## config.mk

```make
export PLATFORM = sky130hd
export DESIGN_NAME = mul_share_arbiter
export DESIGN_NICKNAME = d
export VERILOG_FILES = /design/src/rtl/mul_share_arbiter.sv
export SDC_FILE = /design/constraint.sdc
export NUM_CORES = 1
export LEC_CHECK = 0
export ABC_CLOCK_PERIOD_IN_PS = 3100
export CAP_MARGIN = 10
export CORE_MARGIN = 3
export CORE_UTILIZATION = 35
export CTS_BUF_LIST = sky130_fd_sc_hd__clkbuf_2
export CTS_CLUSTER_DIAMETER = 200
export CTS_CLUSTER_SIZE = 12
export DETAILED_ROUTE_END_ITERATION = 10
export GPL_TIMING_DRIVEN = 0
export PLACE_DENSITY = 0.69
export SYNTH_ARGS = -nofsm -noshare
export SYNTH_HDL_FRONTEND = slang
export SYNTH_SLANG_ARGS = --single-unit
```

## constraint.sdc

```tcl
create_clock -name clk -period 3.1 [get_ports clk]
set_input_delay 0.465 -clock clk [delete_from_list [all_inputs] [get_ports clk]]
set_output_delay 0.465 -clock clk [all_outputs]
set_load 0.02 [all_outputs]
```

## src/rtl/mul_share_arbiter.sv

```systemverilog
// Two-requester front end for a shared external combinational multiplier.
// Grants one request at a time, registers its operands, captures the product, returns it tagged.
module mul_share_arbiter #(
  parameter int W             = 3,
  parameter int PRIORITY_MODE = 0,
  parameter int CNT_W         = 8
) (
  input  logic             clk,
  input  logic             rst,
  input  logic             req0_valid,
  input  logic [W-1:0]     req0_a,
  input  logic [W-1:0]     req0_b,
  output logic             req0_ready,
  input  logic             req1_valid,
  input  logic [W-1:0]     req1_a,
  input  logic [W-1:0]     req1_b,
  output logic             req1_ready,
  output logic [W-1:0]     mul_a,
  output logic [W-1:0]     mul_b,
  input  logic [2*W-1:0]   mul_s,
  output logic             res_valid,
  output logic             res_id,
  output logic [2*W-1:0]   res_s,
  input  logic             res_ready,
  output logic             busy,
  output logic [CNT_W-1:0] done_count
);

  typedef enum logic [1:0] {IDLE, CALC, DONE} state_t;

  state_t              state_q, state_d;
  logic [W-1:0]        mul_a_q, mul_a_d, mul_b_q, mul_b_d;
  logic [2*W-1:0]      res_s_q, res_s_d;
  logic                res_id_q, res_id_d;
  logic                res_valid_q, res_valid_d;
  logic                last_grant_q, last_grant_d;
  logic [CNT_W-1:0]    done_count_q, done_count_d;

  logic                grant, grant_vld, accept;
  logic [1:0][W-1:0]   req_a, req_b;

  assign req_a = {req1_a, req0_a};
  assign req_b = {req1_b, req0_b};

  // A tie goes to whoever did not win last time, unless fixed priority is selected.
  always_comb begin
    grant_vld = req0_valid | req1_valid;
    if (req0_valid && req1_valid)
      grant = (PRIORITY_MODE != 0) ? 1'b0 : ~last_grant_q;
    else
      grant = ~req0_valid;
  end

  assign accept = (state_q == IDLE) && grant_vld && !rst;

  always_ff @(posedge clk) begin
    if (rst) state_q <= IDLE;
    else     state_q <= state_d;
  end

  always_comb begin
    state_d = state_q;
    case (state_q)
      IDLE:    if (accept)    state_d = CALC;
      CALC:                   state_d = DONE;
      DONE:    if (res_ready) state_d = IDLE;
      default:                state_d = IDLE;
    endcase
  end

  always_comb begin
    req0_ready = accept && !grant;
    req1_ready = accept &&  grant;
    busy       = (state_q != IDLE);
  end

  always_comb begin
    mul_a_d      = mul_a_q;
    mul_b_d      = mul_b_q;
    res_s_d      = res_s_q;
    res_id_d     = res_id_q;
    res_valid_d  = res_valid_q;
    last_grant_d = last_grant_q;
    done_count_d = done_count_q;
    case (state_q)
      IDLE: if (accept) begin
        mul_a_d      = req_a[grant];
        mul_b_d      = req_b[grant];
        res_id_d     = grant;
        last_grant_d = grant;
      end
      CALC: begin
        res_s_d     = mul_s;
        res_valid_d = 1'b1;
      end
      DONE: if (res_ready) begin
        res_valid_d  = 1'b0;
        done_count_d = done_count_q + CNT_W'(1);
      end
      default: ;
    endcase
  end

  always_ff @(posedge clk) begin
    if (rst) begin
      mul_a_q      <= '0;
      mul_b_q      <= '0;
      res_s_q      <= '0;
      res_id_q     <= 1'b0;
      res_valid_q  <= 1'b0;
      last_grant_q <= 1'b1;
      done_count_q <= '0;
    end else begin
      mul_a_q      <= mul_a_d;
      mul_b_q      <= mul_b_d;
      res_s_q      <= res_s_d;
      res_id_q     <= res_id_d;
      res_valid_q  <= res_valid_d;
      last_grant_q <= last_grant_d;
      done_count_q <= done_count_d;
    end
  end

  assign mul_a      = mul_a_q;
  assign mul_b      = mul_b_q;
  assign res_s      = res_s_q;
  assign res_id     = res_id_q;
  assign res_valid  = res_valid_q;
  assign done_count = done_count_q;

endmodule

```

* Word level (Yosys, flattened, before mapping)
Index checks and enable logic that the tools add are counted.
** Storage, ports and cells
- Register bits :: 25
- Input port bits :: 23
- Output and inout bits :: 25
- Word-level logic and storage cells :: 41
** Cells by class
- Add/subtract/negate cells :: 1
- Magnitude comparators :: 1
- Equal/unequal tests :: 4
- Mux-type cells :: 10
- Bitwise gates (word level) :: 3
- Reduce and logical (&&, ||, !) cells :: 14
** Operator list (count)
- $mux 3 :: 4
- $add 8x1->8 const B :: 1
- $reduce_and 2->1 :: 4
- $pmux 2 s3 :: 1
- $logic_and 1x1->1 :: 5
- $mux 2 :: 2
- $ne 2x2->1 const B :: 2
- $reduce_bool 2->1 :: 2
- $eq 2x1->1 const B :: 1
- $eq 2x2->1 const B :: 1
- $logic_not 1->1 :: 2
- $logic_not 2->1 :: 1
- $lt 1x2->1 const B :: 1
- $mux 1 :: 2
- $not 1->1 :: 2
- $pmux 1 s2 :: 1
- $or 1x1->1 :: 1

* Longest topological paths before layout
Gate-level depths: netlist (run 1).
- Depth in word-level cells :: 5
- Gate-level depth with buffers :: 5
- Depth with buffers taken out :: 4

* Least setup slack after synthesis (run 1)
No wires, ideal clock.
- Kind :: input to output
- Start :: in rst
- End :: out req0_ready
- Data arrival time :: 1.017 ns
- Required time :: 2.635 ns
- Slack :: 1.618 ns
- Stages on the path :: 2
- Path buffers :: 0
- Path through :: nor3_4 and3_1
** On the way
- Word-level cells in the longest chain between the ends :: 3
** RTL lines
- start, declared :: line 9 : input logic rst,
- $logic_not 1->1 :: line 54 : assign accept = (state_q == IDLE) && grant_vld && !rst;
- $logic_and 1x1->1 :: line 54
- $logic_and 1x1->1 :: line 72 : req0_ready = accept && !grant;
- end, declared :: line 13 : output logic req0_ready,
No other way between the ends.

* Worst setup path in the final report (run 1)
- Start :: in req0_valid
- End :: out req1_ready
** On the way
- Word-level cells in the longest chain between the ends :: 4
- Elaborated cells between the ends (all ways) :: 7
- Those cells by class :: mux: 1; bitwise: 2; reduce/logical: 4
** RTL lines
- start, declared :: line 10 : input logic req0_valid,
- $or 1x1->1 :: line 47 : grant_vld = req0_valid | req1_valid;
- $logic_and 1x1->1 (2 in a row) :: line 54
- $logic_and 1x1->1 (*) :: line 73 : req1_ready = accept && grant;
- end, declared :: line 17 : output logic req1_ready,
Mark *: on every way between the ends. The rest lies on a longest branch, timed or not.

==> metrics, run 1 <==
Gate power share 0.252; DP Cell Count between 150 and 200; worst hold slack a little under 0.5 ns; Required @ worst endpoint ~2.6 ns; CTS Hold Bufs 0; Worst Setup End Kind output pin; CTS tree yes; clk_lat worst skew between 0.3 and 0.4 ns; first-pass GRT wire length a little over 4000 um; Slew Limit Fails 0; IO Count 48; Worst setup SP type input port; Horiz. Die Dim about 61 um; Yosys warning count 0; worst reg-to-reg setup slack around 1.7 ns; drt first pass iters 4; worst-path maximum fanout 7; Flop pwr share 0.550; Syn-to-layout area delta 49.1%; Worst-path clk slew 0.23 ns; dpl hpwl between 2000 and 2500 um; Synth area leaders dfxtp_1 (46%), mux2i_1 (6.5%), nor2_1 (4.2%), o21ai_0 (3.3%), nand4_1 (2.9%); initial antenna violation count 0; relative slew slack 0.680; Finish-stage setup viols 0; CP max stage cell clkdlybuf4s50_1; via count around 1,000; FP Rows 19; H-tree Lvls 1; DRC 0; clk_skew around 0.011 ns; post-CTS setup buffers 0; Max Cap Viol 0; mean routed wirelength per cell 13.6 um; port buffer count 47; vias in the first global route ~980; clk sinks 25; crit path DAT between 2 and 2.5 ns; status completed; core area between 2000 and 3000 sq um; nets 188; Syn Inst Count between 100 and 150; Seq/Total Area, Yosys 0.465; clock power share 0.198; unrepaired setup endpoints after global routing false; worst reg-to-reg path cell count 4; Final ANT Viol Nets 0; largest net degree at the start of global routing 14; Int Pwr ~460 uW; Final Critical Period approximately 2.7 ns; routability congestion estimate approximately 0.82; sw frac 0.282; antenna cell count 0; GRT overflow 0; syn nets around 140; hold crit path type register to register; CTS resizes 0; Worst R2R Start state_q[0]$_SDFFE_PP0P_; r2r endpoint mul_a[1]$_SDFFE_PP0P_; die height between 60 and 70 um; Clock Root Buffer clkbuf_2; VDD IR max between 0.15 and 0.2 mV; endpoints failing hold 0; placed inst area roughly 1600 sq um; Netlist cell types 32; Cell Area, Synth approximately 1100 sq um; hold_sp done_count[7]$_SDFFE_PP0P_; utilization after layout 0.563; Synth Register Bits 25; cell mode on critical path clkdlybuf4s50_1; critical path class input port to output pin; Via density approximately 5.3; CTS buffer count 3; Static Leakage between 0.6 and 0.7 nW; die footprint 3780 sq um; first-iteration detailed-routing DRC count 48; Starting Density 0.378; setup_tns 0 ns; Post-Layout Cell Count just under 200; Switch Pwr ~180 uW; area leader, netlist dfxtp_1; gr usage total 0.146; post-synth top area share 0.465; crit-path max cell delay 0.61 ns; critical path, cell by cell clkdlybuf4s50_1, a21boi_1, and2_1, buf_2, clkdlybuf4s50_1; Final Cycle Share 0.874; CTS Buffer Depth 2; Critical Path End req1_ready; crit path from req0_valid; fraction of layout cells with a size suffix above 1 0.0613; finished layout cell area around 1600 sq um; Slew @ Worst Pin ~0.48 ns; syn avg cell area between 9 and 10 sq um; DRT Wirelength 2640 um; f_max roughly 370 MHz; Cell Pwr Density 400 nW/um^2
==> cell usage in the layout, fill, tap and decap left out, types with 2 or more instances in the layout <==
master           Yosys  routed
a21oi_1              6       6
a221o_1              3       3
a31oi_1              3       3
buf_2                2       2
buf_6                2       2
clkbuf_1             2       2
clkbuf_2             0       4
clkdlybuf4s50_1      0      47
dfxtp_1             25      25
inv_1                2       2
mux2i_1              7       7
nand2_1              3       3
nand2b_1             2       2
nand3_1              4       4
nand4_1              5       5
nor2_1              12      12
nor2b_1              2       2
nor3_1               2       2
o211a_1              3       3
o211ai_1             2       2
o21ai_0              7       7
o31ai_1              2       2
or3_1                3       3
or4_1                2       2
xor2_1               2       2
==> worst min-delay path by stage <==
stage                                  to  cells after the start  slack [ns]
3_5_place_dp   done_count[7]$_SDFFE_PP0P_                      2        0.47
5_1_grt        done_count[7]$_SDFFE_PP0P_                      2        0.52
3_3_place_gp   done_count[7]$_SDFFE_PP0P_                      2        0.47
4_1_cts        done_count[7]$_SDFFE_PP0P_                      2        0.50
2_1_floorplan   last_grant_q$_SDFFE_PP1P_                      2        0.49
6_report       done_count[7]$_SDFFE_PP0P_                      2        0.49
==> cell usage after synthesis <==
master,instances
o211ai_1,2
or4_1,2
nand2b_1,2
nor2b_1,2
a21oi_1,6
nand3b_4,1
nor3_1,2
nand2_1,3
nor3b_1,1
xor2_1,2
and3_1,1
ha_1,1
inv_1,2
nand3_1,4
buf_2,2
a31oi_1,3
clkbuf_1,2
a21boi_1,1
mux2i_1,7
or2_1,1
a221o_1,3
nor3_4,1
nand4b_1,1
o31ai_1,2
nand4_1,5
o211a_1,3
and2_1,1
buf_6,2
or3_1,3
dfxtp_1,25
nor2_1,12
o21ai_0,7
==> kinds of logic (layout without fill, tap and decap cells) <==
family,Yosys count,count (layout),synth area share
AO/OA/AOI/OAI,27,27,0.168
XOR/XNOR,2,2,0.0163
adder cells (fa/ha/maj),1,1,0.0116
buffers and inverters,8,59,0.0441
flip-flops,25,25,0.465
multiplexers,7,7,0.0650
AND/OR/NAND/NOR,42,42,0.230
==> flip-flops by register name (all words and copies together) (netlist names) <==
signal	count
mul_b	3
state_q	2
res_s	6
last_grant_q	1
mul_a	3
res_valid	1
done_count	8
res_id	1
==> worst max-delay path, delay by kind of cell <==
family	cells	cell delay (ns)
buffers and inverters	3	1.25
AOI/OAI and AO/OA	1	0.35
and+or+nand+nor	1	0.17
==> stage by stage <==
stage	setup slack [ns]	total power, mW
2_1_floorplan	1.62	0.441
6_report	0.390	0.643
3_5_place_dp	0.430	0.522
3_3_place_gp	0.440	0.519
5_1_grt	0.306	0.676
4_1_cts	0.417	0.650
==> final cells by class <==
cell class | count | area (sq um)
fill | 279 | 1250
buffer | 6 | 40.0
sequential | 25 | 500
inverter | 2 | 7.51
multi-input combinational | 79 | 529
tap | 31 | 38.8
clock buffer | 4 | 20.0
timing repair buffer | 47 | 470
==> power by group through the flow <==
stage / Combinational, mW / Sequential, mW / Clock [mW]
after floorplan: 0.0647 / 0.376 / 0
after global placement: 0.160 / 0.359 / 0
after detailed placement: 0.162 / 0.360 / 0
after CTS: 0.163 / 0.354 / 0.133
after global routing: 0.174 / 0.357 / 0.145
final: 0.162 / 0.354 / 0.128
==> per-layer routing <==
layer | GRT usage | part of all wire | vias to the layer above
met5 | 0 | 0 | -
li1 | - | - | 517
met3 | 0.0419 | 0.079 | 2
met1 | 0.176 | 0.44 | 464
met4 | 0.0515 | 0.0068 | 0
met2 | 0.245 | 0.47 | 44
(Power assumes the default switching activity.)
==> run 2, diff against run 1 <==
--- a/config.mk
+++ b/config.mk
@@ -8,6 +8,8 @@
 export ABC_CLOCK_PERIOD_IN_PS = 3100
 export CAP_MARGIN = 10
+export CELL_PAD_IN_SITES_DETAIL_PLACEMENT = 1
+export CELL_PAD_IN_SITES_GLOBAL_PLACEMENT = 1
 export CORE_MARGIN = 3
-export CORE_UTILIZATION = 35
+export CORE_UTILIZATION = 33
 export CTS_BUF_LIST = sky130_fd_sc_hd__clkbuf_2
 export CTS_CLUSTER_DIAMETER = 200
@@ -15,5 +17,6 @@
 export DETAILED_ROUTE_END_ITERATION = 10
 export GPL_TIMING_DRIVEN = 0
-export PLACE_DENSITY = 0.69
+export HOLD_SLACK_MARGIN = 0.12
+export PLACE_DENSITY = 0.86
 export SYNTH_ARGS = -nofsm -noshare
 export SYNTH_HDL_FRONTEND = slang
==> constraint.sdc (replaced) <==
create_clock -name clk -period 3.1 [get_ports clk]
set_input_delay 0.31 -clock clk [delete_from_list [all_inputs] [get_ports clk]]
set_output_delay 0.31 -clock clk [all_outputs]
set_load 0.02 [all_outputs]
==> metrics, run 2 (synthesis results as in run 1) <==
status completed (unchanged); hold crit path type input port to register (was register to register); Required @ worst endpoint 2.79 ns (was 2.63 ns); via count 1,063 (was 1,027); CTS buffer count 3 (unchanged); met1 usage 0.186 (was 0.176); utilization after layout 0.528 (was 0.563); port buffer count 47 (unchanged); drt first pass iters 4 (unchanged); IO Count 48 (unchanged); GRT busiest layer met2 (unchanged); Cell Pwr Density 402 nW/um^2 (was 400 nW/um^2); GRT overflow 0 (unchanged); Static Leakage 0.623 nW (was 0.627 nW); Via density 5.14 (was 5.29); endpoints failing hold 0 (unchanged); Finish-stage setup viols 0 (unchanged); unrepaired setup endpoints after global routing false (unchanged); Starting Density 0.350 (was 0.378); VDD IR max 0.173 mV (was 0.192 mV); gr usage total 0.163 (was 0.146); CTS Hold Bufs 0 (unchanged); clock power share 0.208 (was 0.198); number of flip-flops in the largest register 8 (unchanged); core area 3080 sq um (was 2850 sq um); DRC 0 (unchanged); mean routed wirelength per cell 14.5 um (was 13.6 um); die height 63.1 um (was 61.5 um); crit-path max cell delay 0.61 ns (about the same); Syn-to-layout area delta 50.9% (was 49.1%); Worst R2R Start done_count[0]$_SDFFE_PP0P_ (was state_q[0]$_SDFFE_PP0P_); Switch Pwr 195 uW (was 181 uW); vias in the first global route 1,098 (was 975); CTS tree yes (unchanged); clk sinks 25 (unchanged); die footprint 3990 sq um (was 3780 sq um); relative slew slack 0.653 (was 0.680); antenna cell count 0 (unchanged); routability congestion estimate 0.801 (was 0.822); most common cell after layout, fill and taps aside clkdlybuf4s50_1 (unchanged); Horiz. Die Dim 63.1 um (was 61.5 um); GR Util met2 0.296 (was 0.245); worst-path maximum fanout 8 (was 7); fraction of layout cells with a size suffix above 1 0.0613 (unchanged); first-pass GRT wire length 5240 um (was 4130 um); clk_lat worst skew 0.36 ns (was 0.33 ns); most frequent cells in the layout clkdlybuf4s50_1 (47), dfxtp_1 (25), nor2_1 (12) (unchanged); critical path class register to output pin (was input port to output pin); setup_tns 0 ns (unchanged); CP max stage cell clkdlybuf4s50_1 (unchanged); FP Rows 20 (was 19); Worst setup SP type register (was input port); CTS resizes 0 (unchanged); crit path DAT 2.09 ns (was 2.25 ns); clk_skew 0.00157 ns (was 0.0108 ns); crit path from state_q[1]$_SDFFE_PP0P_ (was req0_valid); M3 GR Usage 0.0357 (was 0.0419); Gate power share 0.251 (was 0.252); hold_sp req1_a[0] (was done_count[7]$_SDFFE_PP0P_); CTS Buffer Depth 2 (unchanged); Clock Root Buffer clkbuf_2 (unchanged); sw frac 0.299 (was 0.282); Slew @ Worst Pin 0.519 ns (was 0.478 ns); Worst-path clk slew 0.25 ns (was 0.23 ns); post-CTS setup buffers 0 (unchanged); dpl hpwl 2370 um (was 2040 um); Final Critical Period 2.40 ns (was 2.71 ns); Slew Limit Fails 0 (unchanged); H-tree Lvls 1 (unchanged); Final ANT Viol Nets 0 (unchanged); initial antenna violation count 0 (unchanged); Final Cycle Share 0.773 (was 0.874); nets 188 (unchanged); critical path, cell by cell buf_6, nor3_4, and2_1, buf_2, clkdlybuf4s50_1 (was clkdlybuf4s50_1, a21boi_1, and2_1, buf_2, clkdlybuf4s50_1); f_max 417 MHz (was 369 MHz); Max Cap Viol 0 (unchanged); largest net degree at the start of global routing 16 (was 14); Worst Setup End Kind output pin (unchanged); Int Pwr 458 uW (was 462 uW); first-iteration detailed-routing DRC count 37 (was 48); DRT Wirelength 3010 um (was 2640 um); Flop pwr share 0.542 (was 0.550)
-- run 2: changes by cell type in the layout (fill, tap and decap cells not counted), sizes merged --
cell | previous run | this run
clkbuf | 6 | 5
clkinvlp | 0 | 1
-- run 2: layer usage --
metal	up-vias	wire length, um
met5	-	0
met4	0	44
met3	4	212
met2	39	1510
met1	504	1240
li1	516	-
-- run 2: layout make-up --
cell class	instances	area [sq um]
sequential	25	500
tap	44	55.1
multi-input combinational	79	529
timing repair buffer	47	470
clock buffer	3	15.0
buffer	6	40.0
clock inverter	1	7.51
fill	383	1450
inverter	2	7.51
-- run 2: critical path: cells and delay by family (launching register included) --
| family | cells | cell delay (ns) |
|---|---|---|
| flip-flops | 1 | 0.37 |
| buffers and inverters | 3 | 0.89 |
| AND/OR/NAND/NOR | 2 | 0.46 |
-- run 2: metrics by stage --
stage               hold slack, ns  power [mW]  setup slack (ns)  std cells  instance area [sq um]
global route                 0.504       0.687             0.576        207                   1630
CTS                          0.500       0.660             0.684        207                   1630
detailed placement           0.490       0.524             0.757        203                   1600
global placement             0.460       0.519             0.740        203                   1600
finish                       0.508       0.653             0.705        207                   1630
floorplan                    0.448       0.441              1.72        112                   1080
-- run 2: path summary, 6_finish.rpt --
| path | slack [ns] | endpoint | cells after the start |
|---|---|---|---|
| max | 0.70 | req1_ready | 5 |
| min | 0.51 | mul_a[0]$_SDFFE_PP0P_ | 3 |
| min reg2reg | 0.51 | done_count[7]$_SDFFE_PP0P_ | 2 |
| max reg2reg | 1.63 | done_count[6]$_SDFFE_PP0P_ | 4 |
-- run 2: power by group through the flow --
stage                     Combinational [mW]  Sequential [mW]  Clock [mW]
after global placement                 0.160            0.359           0
after detailed placement               0.165            0.360           0
after CTS                              0.166            0.354       0.140
after floorplan                       0.0647            0.376           0
after global routing                   0.177            0.357       0.152
final                                  0.164            0.354       0.136
==> run 3, diff against run 2 <==
- ABC_CLOCK_PERIOD_IN_PS: 3100 -> 2500
- CORE_UTILIZATION: 33 -> 31
- PLACE_DENSITY: 0.86 -> 0.81
- clock period: 3.1 -> 2.5 ns (I/O delays scaled with it)
==> metrics, run 3 (synthesis results as in run 1) <==
DRT Wirelength 3240 um (was 3010 um); Max Cap Viol 0 (unchanged); die height 65.0 um (was 63.1 um); dpl hpwl 2590 um (was 2370 um); CTS resizes 0 (unchanged); critical path class register to output pin (unchanged); Slew @ Worst Pin 0.561 ns (was 0.519 ns); clk_lat worst skew 0.34 ns (was 0.36 ns); clock power share 0.200 (was 0.208); mean routed wirelength per cell 15.6 um (was 14.5 um); CTS tree yes (unchanged); Switch Pwr 238 uW (was 195 uW); post-CTS setup buffers 0 (unchanged); DP Cell Count 203 (unchanged); crit-path max cell delay 0.64 ns (was 0.61 ns); worst hold slack 0.466 ns (was 0.508 ns); fraction of layout cells with a size suffix above 1 0.0613 (unchanged); hold crit path type input port to register (unchanged); Slew Limit Fails 0 (unchanged); relative slew slack 0.625 (was 0.653); DRC 0 (unchanged); nets 188 (unchanged); H-tree Lvls 1 (unchanged); GRT overflow 0 (unchanged); Starting Density 0.339 (was 0.350); die footprint 4220 sq um (was 3990 sq um); FP Rows 20 (unchanged); CTS buffer count 3 (unchanged); antenna cell count 0 (unchanged); Cell Pwr Density 496 nW/um^2 (was 402 nW/um^2); setup_tns 0 ns (unchanged); Syn-to-layout area delta 50.6% (was 50.9%); port buffer count 47 (unchanged); Clock Root Buffer clkbuf_2 (unchanged); Static Leakage 0.627 nW (was 0.623 nW); most frequent cells in the layout clkdlybuf4s50_1 (47), dfxtp_1 (25), nor2_1 (12) (unchanged); Gate power share 0.254 (was 0.251); initial antenna violation count 0 (unchanged); core area 3180 sq um (was 3080 sq um); clk sinks 25 (unchanged); CP top delay family buffers and inverters (unchanged); most common cell after layout, fill and taps aside clkdlybuf4s50_1 (unchanged); Required @ worst endpoint 2.25 ns (was 2.79 ns); crit path buf inv count 2 (was 3); unrepaired setup endpoints after global routing false (unchanged); CP max stage cell clkdlybuf4s50_1 (unchanged); status completed (unchanged); Flop pwr share 0.545 (was 0.542); Final Critical Period roughly 2.3 ns; endpoints failing hold 0 (unchanged); sw frac 0.296 (was 0.299); Final Cycle Share 0.937; Worst Setup End Kind output pin (unchanged); critical path, cell by cell buf_6, nor3_4, and3_1, clkdlybuf4s50_1 (was buf_6, nor3_4, and2_1, buf_2, clkdlybuf4s50_1); CTS Hold Bufs 0 (unchanged); number of flip-flops in the largest register 8 (unchanged); Finish-stage setup viols 0 (unchanged); Horiz. Die Dim 65.0 um (was 63.1 um); vias in the first global route 1,041 (was 1,098); Worst setup SP type register (unchanged); clk_skew 0.00685 ns (was 0.00157 ns); crit path DAT 2.09 ns (about the same); VDD IR max 0.201 mV (was 0.173 mV); first-pass GRT wire length 5110 um (was 5240 um); first-iteration detailed-routing DRC count 42 (was 37); drt first pass iters 2 (was 4); via count 1,037 (was 1,063); IO Count 48 (unchanged); Int Pwr 567 uW (was 458 uW); Via density 5.01 (was 5.14); Final ANT Viol Nets 0 (unchanged); CTS Buffer Depth 2 (unchanged); routability congestion estimate 0.760 (was 0.801); gr usage total 0.155 (was 0.163); Post-Layout Cell Count 207 (unchanged); worst-path maximum fanout 8 (unchanged); Worst-path clk slew 0.25 ns (about the same); f_max 427 MHz; largest net degree at the start of global routing 15 (was 16)
## run 3: changes by cell type in the layout (fill, tap and decap cells not counted)
cell / previous run / this run
clkinvlp_4: 1 / 0
clkinv_2: 0 / 1
## run 3: layer usage
layer,vias up,GRT usage,wire length (um)
li1,514,-,-
met5,-,0,0
met3,2,0.0243,109
met1,497,0.188,1390
met4,0,0.0475,19
met2,24,0.280,1710
## run 3: power groups by stage
| stage | combinational, mW | sequential (mW) | clock, mW |
|---|---|---|---|
| after floorplan | 0.0802 | 0.467 | 0 |
| after global routing | 0.218 | 0.443 | 0.194 |
| after global placement | 0.200 | 0.445 | 0 |
| after detailed placement | 0.206 | 0.447 | 0 |
| after CTS | 0.207 | 0.440 | 0.173 |
| final | 0.205 | 0.439 | 0.161 |
## run 3: final timing paths
kind,slack [ns],start,cells after the start,endpoint
min reg2reg,0.50,done_count[7]$_SDFFE_PP0P_,2,done_count[7]$_SDFFE_PP0P_
max reg2reg,1.06,state_q[1]$_SDFFE_PP0P_,5,mul_a[1]$_SDFFE_PP0P_
min,0.47,req1_b[2],3,mul_b[2]$_SDFFE_PP0P_
max,0.16,state_q[1]$_SDFFE_PP0P_,4,req0_ready
## run 3: tightest hold or removal path, stage by stage
cell,delay (ns)
clkdlybuf4s50_1,0.40
nand3_1,0.07
a31oi_1,0.07
## run 3: metrics by stage
| stage | cell area [sq um] | total power, mW | worst slack [ns] | utilization |
|---|---|---|---|---|
| after floorplan | 1080 | 0.547 | 1.12 | - |
| after CTS | 1620 | 0.819 | 0.118 | 0.511 |
| final | 1620 | 0.805 | 0.159 | 0.511 |
| after global routing | 1620 | 0.855 | 0.00261 | 0.511 |
| after detailed placement | 1600 | 0.652 | 0.191 | 0.504 |
| after global placement | 1600 | 0.645 | 0.256 | 0.504 |
## run 3: layout make-up
| class | count | area [sq um] |
|---|---|---|
| inverters | 2 | 7.51 |
| plain buffers | 6 | 40.0 |
| clock buffers | 3 | 15.0 |
| well taps | 44 | 55.1 |
| fillers | 395 | 1560 |
| repair buffers | 47 | 470 |
| clock inverters | 1 | 5.00 |
| multi-input cells | 79 | 529 |
| flip-flops and latches | 25 | 500 |
